`src/rtl/chip8_alu_seq.sv`:
```
// chip8_alu_seq: CHIP-8 V0..VF register file plus a 5-state sequencer that runs 8xyN through an external ALU.
// Optional macro CHIP8_QUIRK_VF_RESET_EN: 8xy1/8xy2/8xy3 also clear VF.
package chip8_alu_pkg;
  typedef enum logic [2:0] {
    ALU_OR,
    ALU_AND,
    ALU_XOR,
    ALU_ADD,
    ALU_SUB,
    ALU_SHR,
    ALU_SHL
  } alu_op_t;
endpackage

module chip8_alu_seq
  import chip8_alu_pkg::*;
(
  input  logic        clk,
  input  logic        rst_n,
  input  logic        cmd_valid,
  output logic        cmd_ready,
  input  logic [15:0] cmd_opcode,
  output logic        done,
  output logic        illegal,
  output logic [7:0]  alu_x,
  output logic [7:0]  alu_y,
  output alu_op_t     alu_op,
  input  logic [7:0]  alu_res,
  input  logic        alu_carry,
  input  logic [3:0]  dbg_addr,
  output logic [7:0]  dbg_data
);

`ifdef CHIP8_QUIRK_VF_RESET_EN
  localparam logic LOGIC_CLEARS_VF = 1'b1;
`else
  localparam logic LOGIC_CLEARS_VF = 1'b0;
`endif

  typedef enum logic [2:0] {IDLE, READ, EXEC, WB_X, WB_F} state_t;

  state_t      state_reg, state_next;
  logic [11:0] opcode_reg;
  logic        illegal_reg;
  logic [7:0]  opa_reg, opb_reg, res_reg;
  logic        flag_we_reg, flag_val_reg;
  logic        flag_we_next, flag_val_next;
  logic        done_reg;
  logic        legal_cmd;
  logic        accept;
  logic [7:0]  v_reg [16];

  logic [3:0] x_idx, y_idx, n_code;
  assign x_idx  = opcode_reg[11:8];
  assign y_idx  = opcode_reg[7:4];
  assign n_code = opcode_reg[3:0];

  assign cmd_ready = (state_reg == IDLE);
  assign accept    = cmd_valid && cmd_ready;
  assign illegal   = (state_reg == WB_F) && illegal_reg;
  assign done      = done_reg;
  assign dbg_data  = v_reg[dbg_addr];

  always_comb begin
    legal_cmd = 1'b0;
    if (cmd_opcode[15:12] == 4'h8) begin
      case (cmd_opcode[3:0])
        4'h0, 4'h1, 4'h2, 4'h3, 4'h4, 4'h5, 4'h6, 4'h7, 4'hE: legal_cmd = 1'b1;
        default: legal_cmd = 1'b0;
      endcase
    end
  end

  always_comb begin
    state_next = state_reg;
    case (state_reg)
      IDLE:    if (cmd_valid) state_next = legal_cmd ? READ : WB_F;
      READ:    state_next = EXEC;
      EXEC:    state_next = WB_X;
      WB_X:    state_next = WB_F;
      WB_F:    state_next = IDLE;
      default: state_next = IDLE;
    endcase
  end

  // ALU drive and flag decision; operands come only from the READ-stage latches.
  always_comb begin
    alu_op        = ALU_OR;
    alu_x         = 8'd0;
    alu_y         = 8'd0;
    flag_we_next  = 1'b0;
    flag_val_next = 1'b0;
    if (state_reg == EXEC) begin
      case (n_code)
        4'h0: alu_y = opb_reg;
        4'h1: begin alu_op = ALU_OR;  alu_x = opa_reg; alu_y = opb_reg; flag_we_next = LOGIC_CLEARS_VF; end
        4'h2: begin alu_op = ALU_AND; alu_x = opa_reg; alu_y = opb_reg; flag_we_next = LOGIC_CLEARS_VF; end
        4'h3: begin alu_op = ALU_XOR; alu_x = opa_reg; alu_y = opb_reg; flag_we_next = LOGIC_CLEARS_VF; end
        4'h4: begin
          alu_op = ALU_ADD; alu_x = opa_reg; alu_y = opb_reg;
          flag_we_next = 1'b1; flag_val_next = alu_carry;
        end
        4'h5: begin
          alu_op = ALU_SUB; alu_x = opa_reg; alu_y = opb_reg;
          flag_we_next = 1'b1; flag_val_next = alu_carry;
        end
        4'h7: begin
          alu_op = ALU_SUB; alu_x = opb_reg; alu_y = opa_reg;
          flag_we_next = 1'b1; flag_val_next = alu_carry;
        end
        4'h6: begin
          alu_op = ALU_SHR; alu_x = opb_reg; alu_y = 8'd1;
          flag_we_next = 1'b1; flag_val_next = opb_reg[0];
        end
        4'hE: begin
          alu_op = ALU_SHL; alu_x = opb_reg; alu_y = 8'd1;
          flag_we_next = 1'b1; flag_val_next = opb_reg[7];
        end
        default: ;
      endcase
    end
  end

  always_ff @(posedge clk or negedge rst_n) begin
    if (!rst_n) begin
      state_reg    <= IDLE;
      opcode_reg   <= '0;
      illegal_reg  <= 1'b0;
      opa_reg      <= '0;
      opb_reg      <= '0;
      res_reg      <= '0;
      flag_we_reg  <= 1'b0;
      flag_val_reg <= 1'b0;
      done_reg     <= 1'b0;
    end else begin
      state_reg <= state_next;
      // done follows WB_F so that the VF write is already visible when it pulses
      done_reg  <= (state_reg == WB_F) && !illegal_reg;
      if (accept) begin
        opcode_reg  <= cmd_opcode[11:0];
        illegal_reg <= !legal_cmd;
      end
      if (state_reg == READ) begin
        opa_reg <= v_reg[x_idx];
        opb_reg <= v_reg[y_idx];
      end
      if (state_reg == EXEC) begin
        res_reg      <= alu_res;
        flag_we_reg  <= flag_we_next;
        flag_val_reg <= flag_val_next;
      end
    end
  end

  // VF write lands after the Vx write, so a flag result wins when x = F.
  always_ff @(posedge clk or negedge rst_n) begin
    if (!rst_n) begin
      for (int i = 0; i < 16; i++) v_reg[i] <= '0;
    end else begin
      if (state_reg == WB_X) v_reg[x_idx] <= res_reg;
      if (state_reg == WB_F && !illegal_reg && flag_we_reg) v_reg[15] <= {7'd0, flag_val_reg};
    end
  end

endmodule

```
`config.mk`:
```
export PLATFORM = sky130hd
export DESIGN_NAME = chip8_alu_seq
export DESIGN_NICKNAME = d
export VERILOG_FILES = /design/src/rtl/chip8_alu_seq.sv
export SDC_FILE = /design/constraint.sdc
export NUM_CORES = 1
export LEC_CHECK = 0
export CORE_MARGIN = 1
export CORE_UTILIZATION = 40
export CTS_CLUSTER_DIAMETER = 30
export DETAILED_ROUTE_END_ITERATION = 16
export SYNTH_ARGS = -nofsm -noshare
export SYNTH_HDL_FRONTEND = slang
export SYNTH_SLANG_ARGS = --single-unit
export TNS_END_PERCENT = 5
```
`constraint.sdc`:
```
create_clock -name clk -period 3.3 [get_ports clk]
set_clock_uncertainty 0.15 [all_clocks]
set_input_delay 0.825 -clock clk [delete_from_list [all_inputs] [get_ports clk]]
set_output_delay 0.825 -clock clk [all_outputs]
set_load 0.1 [all_outputs]
```
# Word-level counts from Yosys, hierarchy flattened
# Memories as Yosys holds them, arrays and structs flattened.
# Index checks and enable logic that the tools add are counted.
[word_totals] inputBits=32 out_inout_bits=30 ff_bits=171 rom_bits=16 memories=1
[mem_list] name="(no name shown)" words=16 word_bits=1 rd=1 rd_ports_with_merged_regs=0 write_ports=0 line_no="67" rtl="case (cmd_opcode[3:0])"
[op_classes] n_mux=26 n_eq_ne=14 n_reduce_logical=17 n_bitwise=3 order_cmp=4
[op_table] cell="bitwise mux 128 bit" count=1
[op_table] cell="binary-select mux 8 bit (select 4 bit)" count=3
[op_table] cell="two-way mux 8 bit" count=11
[op_table] cell="demux 8 bit (select 4 bit)" count=1
[op_table] cell="case mux 8 bit (3 select lines)" count=1
[op_table] cell="case mux 3 bit (6 select lines)" count=1
[op_table] cell="== test 4 x 3 -> 1 bit, second input constant" count=4
[op_table] cell="case mux 8 bit (2 select lines)" count=1
[op_table] cell=">= comparator 5 bit, second input constant" count=3
[op_table] cell="inverter 4 -> 5 bit" count=3
[op_table] cell="case mux 3 bit (4 select lines)" count=1
[op_table] cell="OR reduction 5 bit" count=2
[op_table] cell="two-way mux 3 bit" count=3
[op_table] cell="== test 4 x 2 -> 1 bit, second input constant" count=2
[op_table] cell="== test 4 bit, second input constant" count=2
[op_table] cell="== test 3 x 2 -> 1 bit, second input constant" count=2
[op_table] cell="OR reduction 3 bit" count=2
[op_table] cell="OR reduction 6 bit" count=1
[op_table] cell="logical AND 1 bit" count=5
[op_table] cell="less-than comparator 5 x 1 -> 1 bit, second input constant" count=1
[op_table] cell="== test 4 x 1 -> 1 bit, second input constant" count=1
[op_table] cell="zero test 4 bit" count=1
[op_table] cell="OR reduction 2 bit" count=2
[op_table] cell="== test 3 x 1 -> 1 bit, second input constant" count=1
[op_table] cell="other kinds (7)" count=9

# Depth between registers and ports, before layout
# Gate-level depths: netlist (run 1).
[depth] depth_word=8 ltp_mapped=7 ltp_nobuf=4

# Worst setup path before layout (run 1)
# OpenSTA, ideal clock, no wires.
[synth_timing] path_kind="flip-flop to output port" startpoint="register state_reg[0]" endpoint="output alu_op[0]" path_buffers=2 path_stages_with_launch=6 required_ns=2.325 path_slack_ns=-1.535 t_arrival_ns=3.860 cell_sequence="dfrtp_1 -> buf_2 -> nor2_1 -> nand2_1 -> clkbuf_1 -> nor4_1"
[synth_between] elab_chain_cells=2
[synth_lines] element="start, declared" line_no="42" rtl="state_t state_reg, state_next;"
[synth_lines] element="start signal, assigned" line_no="136" rtl="state_reg <= state_next;"
[synth_lines] element="== test 3 x 2 -> 1 bit" line_no="93" rtl="if (state_reg == EXEC) begin"
[synth_lines] element="two-way mux 3 bit" line_no="93"
[synth_lines] element="end, declared" line_no="27" rtl="output alu_op_t alu_op,"
# Every way passes these cells.

# Worst setup path in the final report (run 1)
[layout_timing] startpoint="input dbg_addr[0]" endpoint="output dbg_data[7]"
[layout_between] elab_chain_cells=4
[layout_lines] element="start, declared" line_no="30" rtl="input logic [3:0] dbg_addr,"
[layout_lines] element="inverter 4 -> 5 bit (implied by the code)" line_no="62" rtl="assign dbg_data = v_reg[dbg_addr];"
[layout_lines] element="binary-select mux 8 bit (select 4 bit)" line_no="62"
[layout_lines] element="two-way mux 8 bit (implied by the code) (2 in a row)" line_no="62"
[layout_lines] element="end, declared" line_no="31" rtl="output logic [7:0] dbg_data"
# Every way passes these cells. The select of a mux whose other input is x is not followed.

==> flow_metrics.py, run 1 <==
metrics = {
    "synth": {
        "synthFlopType": "dfrtp_1",
        "synth-seq-cells": 171,
        "synth_cells": 686,
        "postSynthAreaPerCell_um2": 14.4,
        "synth_enable_flop_cells": 0,
        "seq_area_frac_synth_pct": 43.4,
        "async_flop_share_pct": 100,
        "yosys.cell_types.count": 51,
        "syn-num-nets": 718,
        "syn_area_um2": 9850,
        "yosys_warnings": 0,
    },
    "die": {
        "std_cell_rows": 57,
        "die_y_um": 159,
        "fp.dieW_um": 159,
        "io-pin-count": 62,
        "dieArea_um2": 25300,
        "initial_utilization_pct": 40.6,
        "core_um2": 24200,
    },
    "global_route": {
        "grt_max_degree": 68,
        "grt_first_pass_wirelength_um": 43700,
        "grt_pass1_vias": 6905,
        "track_usage_pct": 23.2,
        "antenna_found_initial": 0,
        "grt_overflow": 0,
    },
    "worst_setup_path": {
        "cp_data_required_time_ns": 2.32,
        "critPathKind": "in -> out",
        "rr_worst_depth": 4,
        "r2r-end": "v_reg[104]$_DFFE_PN0P_",
        "reg2reg_slack_ns": 0.71,
        "timing.rr.start": "opcode_reg[9]$_DFFE_PN0P_",
        "cp_max_fo": 8,
        "cp-end-kind": "primary output",
        "worstPathArrival_ns": 2.35,
        "start_kind": "primary input",
    },
    "power_and_ir_drop": {
        "seqPwrFrac_pct": 38.5,
        "leakage_uw": 0.00510,
        "switchingPower_uw": 3730,
        "clock_power_share_pct": 22.6,
        "p_sw_share_pct": 39.8,
        "ir_worst_vdd_uv": 526,
        "intPower_uw": 5640,
        "finalPower_uw": 9370,
        "pwr-share-comb_pct": 38.9,
        "p_per_area_nw_per_um2": 786,
    },
    "run": {
        "maxCapViolations": 0,
    },
    "route": {
        "routedWlPerCell_um": 26.0,
        "vias_per_cell": 6.24,
        "drt_iter0_markers": 558,
        "route.detailed.drc": 1,
        "via_count": 6731,
        "final_antenna_net_count": 0,
        "routed_wl_um": 28000,
        "first_pass_iters": 11,
    },
    "status": {
        "status": "finished with violations",
        "violations": "design-rule violations, negative setup slack",
    },
    "timing": {
        "drv_slew": 0,
        "tightest_slew_ns": 0.763,
        "rsz0062_at_grt": "true",
        "worst_slack_ns": -0.0246,
        "hold_viol_final": 0,
        "slew_headroom_pct": 49.2,
        "fin_crit_ns": 3.32,
        "fin_crit_sh_pct": 101,
        "setup_violations": 7,
        "fmax_ghz": 0.301,
    },
    "place": {
        "dp_hpwl_um": 19600,
        "placed_area_um2": 11200,
        "place_congestion": 0.943,
        "io_buffers": 61,
    },
    "clock_network": {
        "clk_pin_slew_worst_paths_ns": 0.06,
        "cts_buffer_depth": 2,
        "cts_tree": "built",
        "cts_buffers": 17,
        "cts-root-buf": "clkbuf_16",
        "insertion_delay_ns": 0.44,
        "htree_levels": 4,
        "clkSinkCount": 171,
        "cts-hold-fix-buffers": 0,
    },
    "final_layout": {
        "fin_area_um2": 11900,
        "syn2layout_area_growth_pct": 20.9,
        "drive_above_1_share_pct": 47.2,
        "n_antenna_cell": 0,
        "fill_cells": 2089,
        "num-nets-final": 774,
        "largest_register_ffs": 128,
    },
    "min_path": {
        "hp-class": "in -> async",
    },
}
layout by cell type (no fill, tap or decap), drive strengths merged, types with 3 or more instances in the layout:
master,n
a21oi,6
o32a,8
inv,7
a2bb2oi,6
and3,10
mux2,142
nor2b,4
nand2,18
nand3b,3
o21ai,14
nor2,39
o221ai,8
a22o,7
dfrtp,171
mux4,93
nor3,6
clkbuf,19
bufinv,3
mux2i,40
clkinvlp,3
a22oi,16
clkinv,5
buf,66
clkdlybuf4s50,28
nand2b,7
power groups by stage:
stage / combinational, µW / sequential [µW] / clock (µW)
5_1_grt: 3870 / 3700 / 2230
2_1_floorplan: 3020 / 3000 / 0
3_3_place_gp: 3540 / 3560 / 0
6_report: 3640 / 3610 / 2120
4_1_cts: 3650 / 3560 / 2150
3_5_place_dp: 3620 / 3590 / 0
layer usage:
metal / vias up / wire, µm / global-route usage [%]
met4: 0 / 769 / 8.83
met2: 314 / 12800 / 34.8
met3: 41 / 2470 / 7.32
met5: - / 0 / 0
met1: 3561 / 12000 / 31.4
li1: 2815 / - / -
cell families after synthesis:
kind of cell | Yosys count | synth area share (%)
compound gates | 77 | 5.93
xor+xnor | 1 | 0.0889
buf+inv | 62 | 2.84
flops | 171 | 43.4
mux | 275 | 41.5
simple gates | 100 | 6.16
critical path, cell delays in order:
cell	delay, ns
buf_12	0.12
buf_12	0.15
mux4_2	0.52
mux4_2	0.54
buf_12	0.19
layout make-up:
cell class                 count  area (µm²)  area share, %
sequential                   171        4280           35.9
clock inverter                13         166           1.40
timing repair buffer          94        1270           10.7
multi-input combinational    453        5320           44.6
tap                          324         405           3.40
clock buffer                  19         453           3.80
inverter                       5        18.8          0.158
Yosys cell counts (6+ instances only):
master	count	share of area [%]
dfrtp_1	171	43
mux2_2	142	16
mux4_2	93	21
mux2i_1	40	4.1
nor2_1	33	1.3
clkbuf_1	25	0.95
buf_2	23	1.2
a22oi_1	16	1.2
nand2_1	15	0.57
o21ai_0	14	0.71
and3_1	10	0.63
o221ai_1	8	0.71
o32a_1	8	0.81
a22o_1	7	0.62
nand2b_1	7	0.44
a21oi_1	6	0.30
a2bb2oi_1	6	0.53
nor2_4	6	0.69
through the flow:
stage | utilization (%) | hold WS, ns | cells | setup TNS (ns) | setup WS, ns
floorplan | - | 0.292 | 686 | -7.43 | -0.379
global placement | 46.2 | 0.325 | 1043 | -2.32 | -0.309
detailed placement | 46.2 | 0.340 | 1043 | -2.64 | -0.358
CTS | 49.1 | 0.284 | 1078 | -0.196 | -0.0521
global route | 49.1 | 0.303 | 1079 | -0.269 | -0.0517
finish | 49.1 | 0.257 | 1079 | -0.0968 | -0.0246
what timing repair did:
| item | in CTS | in global routing |
|---|---|---|
| setup endpoints to repair | 8 | 14 |
| resized for setup | 12 | 1 |
| gates cloned | 3 | 0 |
| setup buffers | 0 | 1 |
how the worst max path moves through the flow:
stage | from | endpoint | slack, ns | cells past startpoint
after floorplan | state_reg[0]$_DFFE_PN0P_ | alu_op[0] | -0.38 | 5
after global placement | dbg_addr[1] | dbg_data[4] | -0.31 | 5
after detailed placement | dbg_addr[1] | dbg_data[7] | -0.36 | 5
after CTS | dbg_addr[0] | dbg_data[7] | -0.05 | 5
after global routing | dbg_addr[0] | dbg_data[7] | -0.05 | 5
final | dbg_addr[0] | dbg_data[7] | -0.02 | 5
Power figures use the tool's default switching activity.
==> inputs of run 2 (changes only) <==
CAP_MARGIN = 20   (was not set)
==> results of run 2 <==
The final DEF is identical to that of run 1; final timing and power are the same.
==> inputs of run 3 (changes only) <==
ABC_CLOCK_PERIOD_IN_PS = 3300   (was not set)
REMOVE_ABC_BUFFERS = 1   (was not set)
==> flow_metrics.py, run 3 (same netlist as run 1, synthesis figures left out) <==
metrics = {
    "status": {
        "status": "finished with violations",
        "violations": "negative setup slack",
    },
    "final_layout": {
        "drive_above_1_share_pct": 46.9,
        "final_cell_mix": "dfrtp_1, mux2_2, mux4_2",
        "finalNonFillerCells": 1086,
        "largest_register_ffs": 128,
        "final_common_cell": "dfrtp_1",
        "n_antenna_cell": 0,
        "num-nets-final": 781,
        "syn2layout_area_growth_pct": 21.4,
        "utilization_pct": 49.3,
    },
    "worst_setup_path": {
        "reg2reg_slack_ns": 0.80,
        "crit_buf_inv": 3,
        "cp_slowest_cell": "mux4_2",
        "cp_data_required_time_ns": 2.32,
        "max_stage_delay_ns": 0.53,
        "r2r-end": "v_reg[0]$_DFFE_PN0P_",
        "cp_max_fo": 7,
        "start_kind": "primary input",
        "timing.rr.start": "state_reg[1]$_DFFE_PN0P_",
        "cp-end-kind": "primary output",
        "critical_path.cell_chain": "buf_16 -> buf_12 -> mux4_2 -> mux4_2 -> buf_12",
        "worstPathArrival_ns": 2.36,
        "critPathKind": "in -> out",
        "rr_worst_depth": 3,
        "cp_top_family": "multiplexers",
    },
    "power_and_ir_drop": {
        "clock_power_share_pct": 21.4,
        "switchingPower_uw": 3700,
        "leakage_uw": 0.00513,
        "intPower_uw": 5580,
        "seqPwrFrac_pct": 38.0,
        "pwr-share-comb_pct": 40.6,
        "ir_worst_vdd_uv": 552,
        "p_per_area_nw_per_um2": 776,
        "p_sw_share_pct": 39.9,
    },
    "route": {
        "m1WireLength_um": 12500,
        "via_count": 6903,
        "final_antenna_net_count": 0,
        "routedWlPerCell_um": 27.4,
        "top_layer_used": "met4",
        "first_pass_iters": 5,
        "routed-wl-met3_um": 2280,
        "routed_wl_um": 29700,
        "vias_per_cell": 6.36,
        "drt_iter0_markers": 666,
        "route.detailed.drc": 0,
        "wl_met2_um": 14000,
    },
    "die": {
        "initial_utilization_pct": 40.6,
        "core_um2": 24200,
        "fp.dieW_um": 159,
        "dieArea_um2": 25300,
        "std_cell_rows": 57,
        "die_y_um": 159,
        "io-pin-count": 62,
    },
    "clock_network": {
        "cts_tree": "built",
        "cts_buffers": 17,
        "insertion_delay_ns": 0.43,
        "clk_pin_slew_worst_paths_ns": 0.06,
        "cts-hold-fix-buffers": 0,
        "clkSinkCount": 171,
        "cts_buffer_depth": 2,
        "htree_levels": 4,
        "cts-root-buf": "clkbuf_16",
    },
    "min_path": {
        "hp-class": "in -> async",
    },
    "timing": {
        "rsz0062_at_grt": "true",
        "slew_headroom_pct": 18.3,
        "fin_crit_sh_pct": 101,
        "worst_slack_ns": -0.0329,
        "setup_violations": 6,
        "fmax_ghz": 0.300,
        "drv_slew": 0,
        "tightest_slew_ns": 1.23,
        "hold_viol_final": 0,
        "fin_crit_ns": 3.33,
    },
    "global_route": {
        "grt_first_pass_wirelength_um": 45700,
        "antenna_found_initial": 0,
        "track_usage_pct": 24.6,
        "grt_pass1_vias": 7188,
        "grt_max_degree": 74,
        "grt_overflow": 0,
    },
    "place": {
        "io_buffers": 61,
        "place_congestion": 0.898,
        "post-place-cells": 1049,
        "dp_hpwl_um": 19000,
    },
    "run": {
        "maxCapViolations": 0,
    },
}
[run 3: worst max path at each step]
stage | startpoint | to | cells past startpoint
floorplan | state_reg[0]$_DFFE_PN0P_ | alu_op[0] | 3
detailed placement | dbg_addr[1] | dbg_data[7] | 5
global placement | dbg_addr[1] | dbg_data[4] | 5
finish | dbg_addr[0] | dbg_data[7] | 5
CTS | dbg_addr[0] | dbg_data[7] | 5
global route | dbg_addr[0] | dbg_data[7] | 5
[run 3: stage by stage]
step | area [µm²] | setup TNS (ns) | power (µW) | hold slack [ns] | worst slack, ns
final | 12000 | -0.0945 | 9280 | 0.147 | -0.0329
after global routing | 12000 | -0.292 | 9700 | 0.161 | -0.0589
after CTS | 12000 | -0.123 | 9280 | 0.148 | -0.0391
after detailed placement | 11200 | -2.41 | 7250 | 0.333 | -0.327
after global placement | 11200 | -2.34 | 7130 | 0.322 | -0.301
after floorplan | 9590 | -18.35 | 5830 | 0.292 | -1.61
[run 3: layout make-up]
cell class	instances	area, µm²
clock buffers	22	464
clock inverters	10	116
fillers	2063	12300
inverters	5	18.8
multi-input cells	453	5300
flip-flops and latches	171	4280
well taps	324	405
repair buffers	101	1380
[run 3: repair_timing]
item	in CTS	in global routing
setup buffers	0	0
cloned	5	0
resized for setup	15	1
endpoints found under the hold margin	0	0
endpoints found under the setup margin	12	8
[run 3: per-layer routing]
layer	vias to the layer above	track usage, %
met5	-	0
met4	0	9.48
met3	69	4.95
met2	366	38.3
met1	3642	34.0
li1	2826	-
[run 3: power by group through the flow]
| stage | Sequential (µW) | Clock [µW] | Combinational, µW |
|---|---|---|---|
| after detailed placement | 3530 | 0 | 3720 |
| final | 3530 | 1990 | 3770 |
| after global routing | 3620 | 2110 | 3970 |
| after global placement | 3490 | 0 | 3650 |
| after floorplan | 3530 | 0 | 2300 |
| after CTS | 3500 | 2020 | 3770 |
